## config.mk

```make
export PLATFORM = sky130hd
export DESIGN_NAME = axi_adapter_req_arbiter_flat
export DESIGN_NICKNAME = d
export VERILOG_FILES = /design/src/rtl/axi_adapter_req_arbiter_pkg.sv /design/src/rtl/axi_adapter_req_arbiter_if.sv /design/src/rtl/axi_adapter_req_arbiter_rr_arb_onehot.sv /design/src/rtl/axi_adapter_req_arbiter.sv /design/src/flat_wrapper.sv
export SDC_FILE = /design/constraint.sdc
export NUM_CORES = 2
export LEC_CHECK = 0
export ABC_AREA = 1
export CORE_AREA = 2 2 775 777
export CTS_CLUSTER_SIZE = 40
export DETAILED_ROUTE_END_ITERATION = 8
export DIE_AREA = 0 0 777 779
export PLACE_DENSITY = 0.3
export SLEW_MARGIN = 0
export SYNTH_ARGS = -nofsm -noshare
export SYNTH_HDL_FRONTEND = slang
export SYNTH_SLANG_ARGS = --single-unit
```

## constraint.sdc

```tcl
create_clock -name clk_i -period 37.2 [get_ports clk_i]
set_clock_uncertainty 0.2 [all_clocks]
set_input_delay 9.3 -clock clk_i [delete_from_list [all_inputs] [get_ports clk_i]]
set_output_delay 9.3 -clock clk_i [all_outputs]
set_load 0.05 [all_outputs]
```

## src/rtl/axi_adapter_req_arbiter_pkg.sv

```systemverilog
// Shared types and FSM encodings for the axi_adapter request arbiter.
// Imported by the arbiter, its round-robin picker and the adapter interface.
package axi_adapter_req_arbiter_pkg;

  typedef enum logic {
    SINGLE_REQ     = 1'b0,
    CACHE_LINE_REQ = 1'b1
  } ad_req_t;

  typedef enum logic [3:0] {
    AMO_NONE = 4'd0,
    AMO_LR   = 4'd1,
    AMO_SC   = 4'd2,
    AMO_SWAP = 4'd3,
    AMO_ADD  = 4'd4,
    AMO_AND  = 4'd5,
    AMO_OR   = 4'd6,
    AMO_XOR  = 4'd7,
    AMO_MAX  = 4'd8,
    AMO_MAXU = 4'd9,
    AMO_MIN  = 4'd10,
    AMO_MINU = 4'd11,
    AMO_CAS1 = 4'd12,
    AMO_CAS2 = 4'd13
  } amo_t;

  typedef logic [1:0] arb_state_e;

  localparam arb_state_e ST_IDLE  = 2'd0;
  localparam arb_state_e ST_ISSUE = 2'd1;
  localparam arb_state_e ST_WAIT  = 2'd2;

endpackage

```

## src/rtl/axi_adapter_req_arbiter_if.sv

```systemverilog
// Request/response bundle between the arbiter and axi_adapter.
// master = arbiter side, slave = adapter side.
interface axi_adapter_req_arbiter_if
  import axi_adapter_req_arbiter_pkg::*;
#(
  parameter int unsigned DATA_WIDTH   = 256,
  parameter int unsigned ADDR_WIDTH   = 64,
  parameter int unsigned AXI_ID_WIDTH = 4
);

  logic                      adp_req_o;
  ad_req_t                   adp_type_o;
  amo_t                      adp_amo_o;
  logic [ADDR_WIDTH-1:0]     adp_addr_o;
  logic                      adp_we_o;
  logic [DATA_WIDTH-1:0]     adp_wdata_o;
  logic [DATA_WIDTH/8-1:0]   adp_be_o;
  logic [1:0]                adp_size_o;
  logic [AXI_ID_WIDTH-1:0]   adp_id_o;
  logic                      adp_gnt_i;
  logic                      adp_valid_i;
  logic [DATA_WIDTH-1:0]     adp_rdata_i;
  logic [AXI_ID_WIDTH-1:0]   adp_id_i;

  modport master (
    output adp_req_o, adp_type_o, adp_amo_o,
    output adp_addr_o, adp_we_o, adp_wdata_o,
    output adp_be_o, adp_size_o, adp_id_o,
    input  adp_gnt_i, adp_valid_i,
    input  adp_rdata_i, adp_id_i
  );

  modport slave (
    input  adp_req_o, adp_type_o, adp_amo_o,
    input  adp_addr_o, adp_we_o, adp_wdata_o,
    input  adp_be_o, adp_size_o, adp_id_o,
    output adp_gnt_i, adp_valid_i,
    output adp_rdata_i, adp_id_i
  );

endinterface

```

## src/rtl/axi_adapter_req_arbiter_rr_arb_onehot.sv

```systemverilog
// Combinational round-robin pick: first request at or after ptr_i,
// wrapping modulo NR_PORTS; returns one-hot grant and its index.
module rr_arb_onehot #(
  parameter int unsigned NR_PORTS = 3,
  parameter int unsigned IDX_W    = $clog2(NR_PORTS)
) (
  input  logic [NR_PORTS-1:0] req_i,
  input  logic [IDX_W-1:0]    ptr_i,
  output logic [NR_PORTS-1:0] gnt_o,
  output logic [IDX_W-1:0]    idx_o,
  output logic                any_o
);

  localparam logic [IDX_W:0] NP = (IDX_W+1)'(NR_PORTS);

  logic [IDX_W:0] pos;

  always_comb begin
    gnt_o = '0;
    idx_o = '0;
    any_o = 1'b0;
    pos   = '0;
    for (int i = 0; i < NR_PORTS; i++) begin
      // ptr_i + i < 2*NR_PORTS, so one subtract wraps it
      pos = {1'b0, ptr_i} + (IDX_W+1)'(i);
      if (pos >= NP) pos = pos - NP;
      if (!any_o && req_i[pos[IDX_W-1:0]]) begin
        any_o                  = 1'b1;
        gnt_o[pos[IDX_W-1:0]]  = 1'b1;
        idx_o                  = pos[IDX_W-1:0];
      end
    end
  end

endmodule

```

## src/rtl/axi_adapter_req_arbiter.sv

```systemverilog
// Round-robin arbiter of NR_PORTS requesters onto a single axi_adapter,
// one transaction in flight, response routed back to the issuing port.
module axi_adapter_req_arbiter
  import axi_adapter_req_arbiter_pkg::*;
#(
  parameter int unsigned NR_PORTS       = 3,
  parameter int unsigned DATA_WIDTH     = 256,
  parameter int unsigned AXI_DATA_WIDTH = 64,
  parameter int unsigned AXI_ID_WIDTH   = 4,
  parameter int unsigned ADDR_WIDTH     = 64
) (
  input  logic                                     clk_i,
  input  logic                                     rst_i,
  input  logic [NR_PORTS-1:0]                      req_i,
  output logic [NR_PORTS-1:0]                      gnt_o,
  input  ad_req_t [NR_PORTS-1:0]                   type_i,
  input  amo_t [NR_PORTS-1:0]                      amo_i,
  input  logic [NR_PORTS-1:0][ADDR_WIDTH-1:0]      addr_i,
  input  logic [NR_PORTS-1:0]                      we_i,
  input  logic [NR_PORTS-1:0][DATA_WIDTH-1:0]      wdata_i,
  input  logic [NR_PORTS-1:0][DATA_WIDTH/8-1:0]    be_i,
  input  logic [NR_PORTS-1:0][1:0]                 size_i,
  input  logic [NR_PORTS-1:0][AXI_ID_WIDTH-1:0]    id_i,
  output logic [NR_PORTS-1:0]                      valid_o,
  output logic [DATA_WIDTH-1:0]                    rdata_o,
  output logic [AXI_ID_WIDTH-1:0]                  id_o,
  axi_adapter_req_arbiter_if.master                adp
);

  localparam int unsigned IDX_W = $clog2(NR_PORTS);

  if (DATA_WIDTH % AXI_DATA_WIDTH != 0) begin : g_bad_dw
    $error("DATA_WIDTH must be a multiple of AXI_DATA_WIDTH");
  end
  if (NR_PORTS < 2) begin : g_bad_np
    $error("NR_PORTS must be at least 2");
  end

  typedef struct packed {
    ad_req_t                 typ;
    amo_t                    amo;
    logic [ADDR_WIDTH-1:0]   addr;
    logic                    we;
    logic [DATA_WIDTH-1:0]   wdata;
    logic [DATA_WIDTH/8-1:0] be;
    logic [1:0]              size;
    logic [AXI_ID_WIDTH-1:0] id;
  } req_t;

  arb_state_e       state_q, state_d;
  logic [IDX_W-1:0] rr_ptr_q, rr_ptr_d;
  logic [IDX_W-1:0] win_q, win_d;
  req_t             req_q, req_d;

  logic [NR_PORTS-1:0] pick_gnt;
  logic [IDX_W-1:0]    pick_idx;
  logic                pick_any;

  rr_arb_onehot #(
    .NR_PORTS (NR_PORTS),
    .IDX_W    (IDX_W)
  ) u_rr (
    .req_i (req_i),
    .ptr_i (rr_ptr_q),
    .gnt_o (pick_gnt),
    .idx_o (pick_idx),
    .any_o (pick_any)
  );

  always_comb begin
    state_d  = state_q;
    rr_ptr_d = rr_ptr_q;
    win_d    = win_q;
    req_d    = req_q;
    gnt_o    = '0;
    valid_o  = '0;
    rdata_o  = '0;
    id_o     = '0;
    unique case (state_q)
      ST_IDLE: begin
        // gnt_o is combinational on req_i, so keep it quiet under reset
        if (pick_any && !rst_i) begin
          gnt_o       = pick_gnt;
          win_d       = pick_idx;
          req_d.typ   = type_i[pick_idx];
          req_d.amo   = amo_i[pick_idx];
          req_d.addr  = addr_i[pick_idx];
          req_d.we    = we_i[pick_idx];
          req_d.wdata = wdata_i[pick_idx];
          req_d.be    = be_i[pick_idx];
          req_d.size  = size_i[pick_idx];
          req_d.id    = id_i[pick_idx];
          state_d     = ST_ISSUE;
        end
      end
      ST_ISSUE: begin
        if (adp.adp_gnt_i) state_d = ST_WAIT;
      end
      ST_WAIT: begin
        if (adp.adp_valid_i) begin
          valid_o[win_q] = 1'b1;
          rdata_o        = adp.adp_rdata_i;
          id_o           = adp.adp_id_i;
          rr_ptr_d       = (win_q == IDX_W'(NR_PORTS-1))
                           ? '0 : win_q + IDX_W'(1);
          state_d        = ST_IDLE;
        end
      end
      default: state_d = ST_IDLE;
    endcase
  end

  always_ff @(posedge clk_i or posedge rst_i) begin
    if (rst_i) begin
      state_q  <= ST_IDLE;
      rr_ptr_q <= '0;
      win_q    <= '0;
      req_q    <= '0;
    end else begin
      state_q  <= state_d;
      rr_ptr_q <= rr_ptr_d;
      win_q    <= win_d;
      req_q    <= req_d;
    end
  end

  assign adp.adp_req_o   = (state_q == ST_ISSUE);
  assign adp.adp_type_o  = req_q.typ;
  assign adp.adp_amo_o   = req_q.amo;
  assign adp.adp_addr_o  = req_q.addr;
  assign adp.adp_we_o    = req_q.we;
  assign adp.adp_wdata_o = req_q.wdata;
  assign adp.adp_be_o    = req_q.be;
  assign adp.adp_size_o  = req_q.size;
  assign adp.adp_id_o    = req_q.id;

  // a response outside WAIT has no owner and is dropped
  a_rsp_in_wait: assert property (
    @(posedge clk_i) disable iff (rst_i)
    adp.adp_valid_i |-> state_q == ST_WAIT
  ) else $warning("adp_valid_i outside WAIT ignored");

endmodule

```

## src/flat_wrapper.sv

```systemverilog
// flat-port wrapper written by rule: the top's interface ports become plain ports
module axi_adapter_req_arbiter_flat import axi_adapter_req_arbiter_pkg::*;
#(
  parameter int unsigned NR_PORTS       = 3,
  parameter int unsigned DATA_WIDTH     = 256,
  parameter int unsigned AXI_DATA_WIDTH = 64,
  parameter int unsigned AXI_ID_WIDTH   = 4,
  parameter int unsigned ADDR_WIDTH     = 64
)
  (clk_i, rst_i, req_i, gnt_o, type_i, amo_i, addr_i, we_i, wdata_i, be_i, size_i, id_i, valid_o, rdata_o, id_o, adp_adp_req_o, adp_adp_type_o, adp_adp_amo_o, adp_adp_addr_o, adp_adp_we_o, adp_adp_wdata_o, adp_adp_be_o, adp_adp_size_o, adp_adp_id_o, adp_adp_gnt_i, adp_adp_valid_i, adp_adp_rdata_i, adp_adp_id_i);
  axi_adapter_req_arbiter_if #(.DATA_WIDTH(DATA_WIDTH), .ADDR_WIDTH(ADDR_WIDTH), .AXI_ID_WIDTH(AXI_ID_WIDTH)) adp_i ();
  input  logic clk_i;
  input  logic rst_i;
  input  logic [NR_PORTS-1:0] req_i;
  output logic [NR_PORTS-1:0] gnt_o;
  input  ad_req_t [NR_PORTS-1:0] type_i;
  input  amo_t [NR_PORTS-1:0] amo_i;
  input  logic [NR_PORTS-1:0][ADDR_WIDTH-1:0] addr_i;
  input  logic [NR_PORTS-1:0] we_i;
  input  logic [NR_PORTS-1:0][DATA_WIDTH-1:0] wdata_i;
  input  logic [NR_PORTS-1:0][DATA_WIDTH/8-1:0] be_i;
  input  logic [NR_PORTS-1:0][1:0] size_i;
  input  logic [NR_PORTS-1:0][AXI_ID_WIDTH-1:0] id_i;
  output logic [NR_PORTS-1:0] valid_o;
  output logic [DATA_WIDTH-1:0] rdata_o;
  output logic [AXI_ID_WIDTH-1:0] id_o;
  output wire logic [$bits(adp_i.adp_req_o)-1:0] adp_adp_req_o;
  output wire logic [$bits(adp_i.adp_type_o)-1:0] adp_adp_type_o;
  output wire logic [$bits(adp_i.adp_amo_o)-1:0] adp_adp_amo_o;
  output wire logic [$bits(adp_i.adp_addr_o)-1:0] adp_adp_addr_o;
  output wire logic [$bits(adp_i.adp_we_o)-1:0] adp_adp_we_o;
  output wire logic [$bits(adp_i.adp_wdata_o)-1:0] adp_adp_wdata_o;
  output wire logic [$bits(adp_i.adp_be_o)-1:0] adp_adp_be_o;
  output wire logic [$bits(adp_i.adp_size_o)-1:0] adp_adp_size_o;
  output wire logic [$bits(adp_i.adp_id_o)-1:0] adp_adp_id_o;
  input wire logic [$bits(adp_i.adp_gnt_i)-1:0] adp_adp_gnt_i;
  input wire logic [$bits(adp_i.adp_valid_i)-1:0] adp_adp_valid_i;
  input wire logic [$bits(adp_i.adp_rdata_i)-1:0] adp_adp_rdata_i;
  input wire logic [$bits(adp_i.adp_id_i)-1:0] adp_adp_id_i;
  assign adp_adp_req_o = adp_i.adp_req_o;
  assign adp_adp_type_o = adp_i.adp_type_o;
  assign adp_adp_amo_o = adp_i.adp_amo_o;
  assign adp_adp_addr_o = adp_i.adp_addr_o;
  assign adp_adp_we_o = adp_i.adp_we_o;
  assign adp_adp_wdata_o = adp_i.adp_wdata_o;
  assign adp_adp_be_o = adp_i.adp_be_o;
  assign adp_adp_size_o = adp_i.adp_size_o;
  assign adp_adp_id_o = adp_i.adp_id_o;
  assign adp_i.adp_gnt_i = adp_adp_gnt_i;
  assign adp_i.adp_valid_i = adp_adp_valid_i;
  assign adp_i.adp_rdata_i = adp_adp_rdata_i;
  assign adp_i.adp_id_i = adp_adp_id_i;
  axi_adapter_req_arbiter #(.NR_PORTS(NR_PORTS), .DATA_WIDTH(DATA_WIDTH), .AXI_DATA_WIDTH(AXI_DATA_WIDTH), .AXI_ID_WIDTH(AXI_ID_WIDTH), .ADDR_WIDTH(ADDR_WIDTH)) u_core (.clk_i(clk_i), .rst_i(rst_i), .req_i(req_i), .gnt_o(gnt_o), .type_i(type_i), .amo_i(amo_i), .addr_i(addr_i), .we_i(we_i), .wdata_i(wdata_i), .be_i(be_i), .size_i(size_i), .id_i(id_i), .valid_o(valid_o), .rdata_o(rdata_o), .id_o(id_o), .adp(adp_i));
endmodule
```

# [Word level (Yosys, flattened, before mapping)]
# Index checks and enable logic that the tools add are counted.
[totals] rom_bits=0 wordCells=106 regBits=370 latch_bits=0 memories=0 input_bits=1359 output_inout_bits=631 mem_bits_rw=0
[classes] add_sub_neg=6 div=0 shift=0 mux=55 n_reduce_logical=14 multipliers=0 magnitude_cmp=12 bitwise=2 n_eq_ne=6
[op_table] cell="two-way mux 256 bit" n=3
[op_table] cell="binary-select mux 256 bit (select 2 bit)" n=1
[op_table] cell="binary-select mux 64 bit (select 2 bit)" n=1
[op_table] cell="binary-select mux 32 bit (select 2 bit)" n=1
[op_table] cell="two-way mux 64 bit" n=1
[op_table] cell="two-way mux 32 bit" n=1
[op_table] cell="two-way mux 2 bit" n=11
[op_table] cell="two-way mux 3 bit" n=7
[op_table] cell="binary-select mux 4 bit (select 2 bit)" n=2
[op_table] cell="two-way mux 4 bit" n=4
[op_table] cell="less-than comparator 2 x 3 -> 1 bit (second input constant)" n=5
[op_table] cell="two-way mux 1 bit" n=12
[op_table] cell="binary-select mux 1 bit (select 2 bit)" n=5
[op_table] cell="demux 1 bit (select 2 bit)" n=4
[op_table] cell=">= comparator 2 x 1 -> 1 bit (second input constant)" n=4
[op_table] cell="logical AND 1 bit" n=7
[op_table] cell=">= comparator 3 x 2 -> 1 bit (second input constant)" n=2
[op_table] cell="bitwise OR 3 bit" n=2
[op_table] cell="one-hot mux 2 bit (3 select lines)" n=1
[op_table] cell="subtractor 2 bit (second input constant)" n=3
[op_table] cell="binary-select mux 2 bit (select 2 bit)" n=1
[op_table] cell="== test 2 bit (second input constant)" n=2
[op_table] cell="inequality test 2 x 1 -> 1 bit (second input constant)" n=2
[op_table] cell="AND reduction 2 bit" n=2
[op_table] cell="other kinds (9)" n=11

# [Longest topological paths before layout]
[depth] ltp_word=14 depth_mapped=17 mapped_depth_nobuf=14

# [Hierarchy]
# A second synthesis with hierarchy kept.
[unflattened] cells_unflattened=4931 area_unflattened_um2=27098.5
[modules_own_cells] mod="axi_adapter_req_arbiter" cells_each=4867 seq_area_each_um2=9258.9 instances=1 area_each_um2=26770.7
[modules_own_cells] mod="rr_arb_onehot" cells_each=64 seq_area_each_um2=0.0 instances=1 area_each_um2=327.8

# [Worst setup path before layout]
# Ideal clock, no wire load.
[synth_path] path_type="input to output" startpoint="in req_i[2]" endpoint="out gnt_o[2]" stages=8 n_path_buf=2 slack_ns=16.796 arrival_time_ns=10.904 t_required_ns=27.700 cell_sequence="inv_2 -> o21ai_2 -> nand2_4 -> nand3_1 -> nand2_2 -> buf_2 -> buf_2 -> a21oi_1"
[synth_via] elab_chain_len=12 word_cells_on_any_way=21 classes_between="14 x mux; 2 x bitwise; 5 x reduce/logical"
[synth_rtl] element="start, declared" line="flat_wrapper.sv:14" rtl="input logic [NR_PORTS-1:0] req_i;"
[synth_rtl] element="binary-select mux 1 bit (select 2 bit)" line="axi_adapter_req_arbiter_rr_arb_onehot.sv:27" rtl="if (!any_o && req_i[pos[IDX_W-1:0]]) begin"
[synth_rtl] element="two-way mux 1 bit (not written as such)" line="axi_adapter_req_arbiter_rr_arb_onehot.sv:27"
[synth_rtl] element="two-way mux 1 bit" line="axi_adapter_req_arbiter_rr_arb_onehot.sv:27"
[synth_rtl] element="zero test 1 bit" line="axi_adapter_req_arbiter_rr_arb_onehot.sv:27"
[synth_rtl] element="logical AND 1 bit" line="axi_adapter_req_arbiter_rr_arb_onehot.sv:27"
[synth_rtl] element="two-way mux 1 bit" line="axi_adapter_req_arbiter_rr_arb_onehot.sv:27"
[synth_rtl] element="zero test 1 bit" line="axi_adapter_req_arbiter_rr_arb_onehot.sv:27"
[synth_rtl] element="logical AND 1 bit" line="axi_adapter_req_arbiter_rr_arb_onehot.sv:27"
[synth_rtl] element="two-way mux 1 bit" line="axi_adapter_req_arbiter_rr_arb_onehot.sv:27"
[synth_rtl] element="logical AND 1 bit" line="axi_adapter_req_arbiter.sv:82" rtl="if (pick_any && !rst_i) begin"
[synth_rtl] element="two-way mux 3 bit *" line="axi_adapter_req_arbiter.sv:82"
[synth_rtl] element="two-way mux 3 bit *" line="axi_adapter_req_arbiter.sv:79" rtl="unique case (state_q)"
[synth_rtl] element="end, declared" line="flat_wrapper.sv:15" rtl="output logic [NR_PORTS-1:0] gnt_o;"
# Every way passes the cells marked *; elsewhere a longest branch is shown, timed or not. The select of a mux whose other input is x is not followed.

# [Final worst setup path]
[layout_path] startpoint="in req_i[0]" endpoint="out gnt_o[0]"
# Same word-level chain as after synthesis.

==> results.toml <==
[global_routing]
grt_pass1_wl_um = 506400
antenna_found_initial = 314
grt-ovfl-total = 0
grt_pass1_vias = 38920
grt_start_max_net_pins = 164
grt_use_total_pct = 13.26

[place]
dpl.hpwl_um = 366800
dp_cells = 14020
io_buffers = 1989
place_congestion = 0.8854

[timing]
min_period_over_period_pct = 59.62
rsz0062_at_grt = "no"
setup_viol = 0
slew_violations = 0
tightest_slew_ns = 1.157
hold_viol = 0
finalSetupTns_ns = 0
fin_crit_ns = 22.18
fmax_mhz = 45.09
max_slew_margin_pct = 22.62

[finish]
fin_nets = 7596
instances_no_fill = 14230
final_cell_mix = "clkdlybuf4s50_1 (1951), nand2_1 (1357), nand3_1 (770), inv_1 (564), nor2_1 (457)"
drive_above_1_share_pct = 3.915
syn_to_final_growth_pct = 112.7
final_common_cell = "clkdlybuf4s50_1"
seqCellArea_um2 = 9259
fin_util_pct = 9.859
multi_input_area_um2 = 14560
fillers = 70100

[clock_network]
post_cts_buffers = 0
cts_root_buf = "clkbuf_16"
cts.sinks = 370
clk_latency_ns = 0.78
cts_tree = "built"
holdBufCountCts = 0
clk_pin_slew_worst_paths_ns = 0.05
clock_path_buffers = 4
cts_repair_resize_count = 0
numCtsBuffers = 73
htreeDepth = 3

[drt]
vias = 39250
first_pass_iters = 4
postRouteAntennaNets = 0
routed_wl_um = 420400
drtIter0Drc = 2799
drc = 0
routedWlPerCell_um = 29.54
via_per_inst = 2.757

[synthesis]
ys.flop_type = "dfrtp_1"
ys_seq_area_share_pct = 33.48
netlist_instances = 4481
synth_edf_count = 0
async_flop_share_pct = 100.0
avgSynthCellArea_um2 = 6.171
ys_ff_latch = 370
ys_types = 28
ys_warn_count = 0
syn_area_um2 = 27650
synth_nets = 5844

[die]
fp.dieH_um = 779
fp.dieW_um = 777
rows = 284
dieArea_um2 = 605300
start_util_pct = 4.635
ios = 1990
core-area_um2 = 596600

[critical_path]
worstPathRequired_ns = 27.70
crit_fanout = 4
critPathCaptureType = "output pin"
arrival_ns = 12.68
start_kind = "input port"
reg2reg_depth = 15
crit_type = "in -> out"

[hold_path]
whs_path_depth = 2
hold_class = "reg -> reg"

[power_and_ir_drop]
leakage_uw = 0.02405
ir_worst_vdd_mv = 0.07781
power_per_cell_area_nw_per_um2 = 103.6
fin_total_pwr_uw = 6091

[flow_run]
cap_violations = 0

[status]
status = "finished clean"
-- state kept, by name, summed over array words and instances, names as in the netlist --
name,count
u_core.adp.adp_wdata_o,256
u_core.adp.adp_addr_o,64
u_core.adp.adp_be_o,32
u_core.adp.adp_amo_o,4
u_core.adp.adp_id_o,4
u_core.adp.adp_size_o,2
u_core.rr_ptr_q,2
u_core.state_q,2
u_core.win_q,2
u_core.adp.adp_type_o,1
u_core.adp.adp_we_o,1
-- layout make-up --
type,count,share of cell area [%]
timing repair buffer,2058,34.66
multi-input combinational,3157,24.75
tap,7865,16.73
sequential,370,15.74
inverter,573,3.721
clock buffer,101,3.595
clock inverter,24,0.4467
antenna,85,0.3616
-- worst max-delay path: stages --
cell,delay [ns]
clkdlybuf4s50_1,0.53
nor2_1,0.07
nor2_1,0.17
nand2_1,0.08
nand2_1,0.13
nand3_1,0.17
o22ai_1,0.15
a31oi_1,0.06
buf_4,0.14
nor2_1,0.70
clkdlybuf4s50_1,1.14
-- synthesized netlist by cell type (all sizes together) (2+ instances only) --
library cell	n	share of area [%]
a21oi	192	3.5
buf	228	4.3
clkbuf	153	2.1
dfrtp	370	33
ha	4	0.18
inv	573	7.8
nand2	1366	19
nand3	772	14
nor2	459	6.2
nor3	2	0.036
o211ai	174	4.7
o21a	174	4.7
o21ai	8	0.16
o22ai	2	0.045
-- stage by stage --
stage	hold slack (ns)	area, µm²	setup WS, ns
6_report	0.3246	58820	15.02
5_1_grt	0.3515	58620	14.79
4_1_cts	0.3294	58610	14.87
3_5_place_dp	0.3171	56230	14.89
3_3_place_gp	0.3086	56210	14.56
2_1_floorplan	0.2816	27650	16.80
-- logic make-up (layout without fill, tap and decap cells) --
logic type	after synthesis	after routing	share of synthesized area, %
other cells	0	85	0
flops	370	370	33.48
fa+ha+maj	4	4	0.1810
compound gates	553	553	13.22
simple gates	2600	2600	38.93
buf+inv	954	2756	14.19
-- power breakdown --
part           switching, µW  total, µW  internal, µW
Sequential               146        771           624
Clock                    295        719           424
Combinational           3470       4600          1130
Total                   3910       6090          2180
-- final timing paths --
kind | from | endpoint | slack [ns]
max in group asynchronous | rst_i | u_core.adp.adp_wdata_o[226]$_DFFE_PP0P_ | 25.52
hold / removal | u_core.adp.adp_addr_o[19]$_DFFE_PP0P_ | u_core.adp.adp_addr_o[19]$_DFFE_PP0P_ | 0.32
hold reg to reg | u_core.adp.adp_addr_o[19]$_DFFE_PP0P_ | u_core.adp.adp_addr_o[19]$_DFFE_PP0P_ | 0.32
min in group asynchronous | rst_i | u_core.rr_ptr_q[1]$_DFFE_PP0P_ | 8.83
setup reg to reg | u_core.rr_ptr_q[0]$_DFFE_PP0P_ | u_core.adp.adp_wdata_o[234]$_DFFE_PP0P_ | 31.39
setup / recovery | req_i[0] | gnt_o[0] | 15.02
-- metal layers --
metal  vias up  part of all wire (%)  global-route usage [%]
met5         -                  0.35                       0
met3       511                    12                   6.594
met2      1938                    44                   20.98
met1     18820                    41                   16.31
met4       216                   2.0                   2.332
li1      17760                     -                       -
No activity file was read; power rests on OpenSTA's default activity.
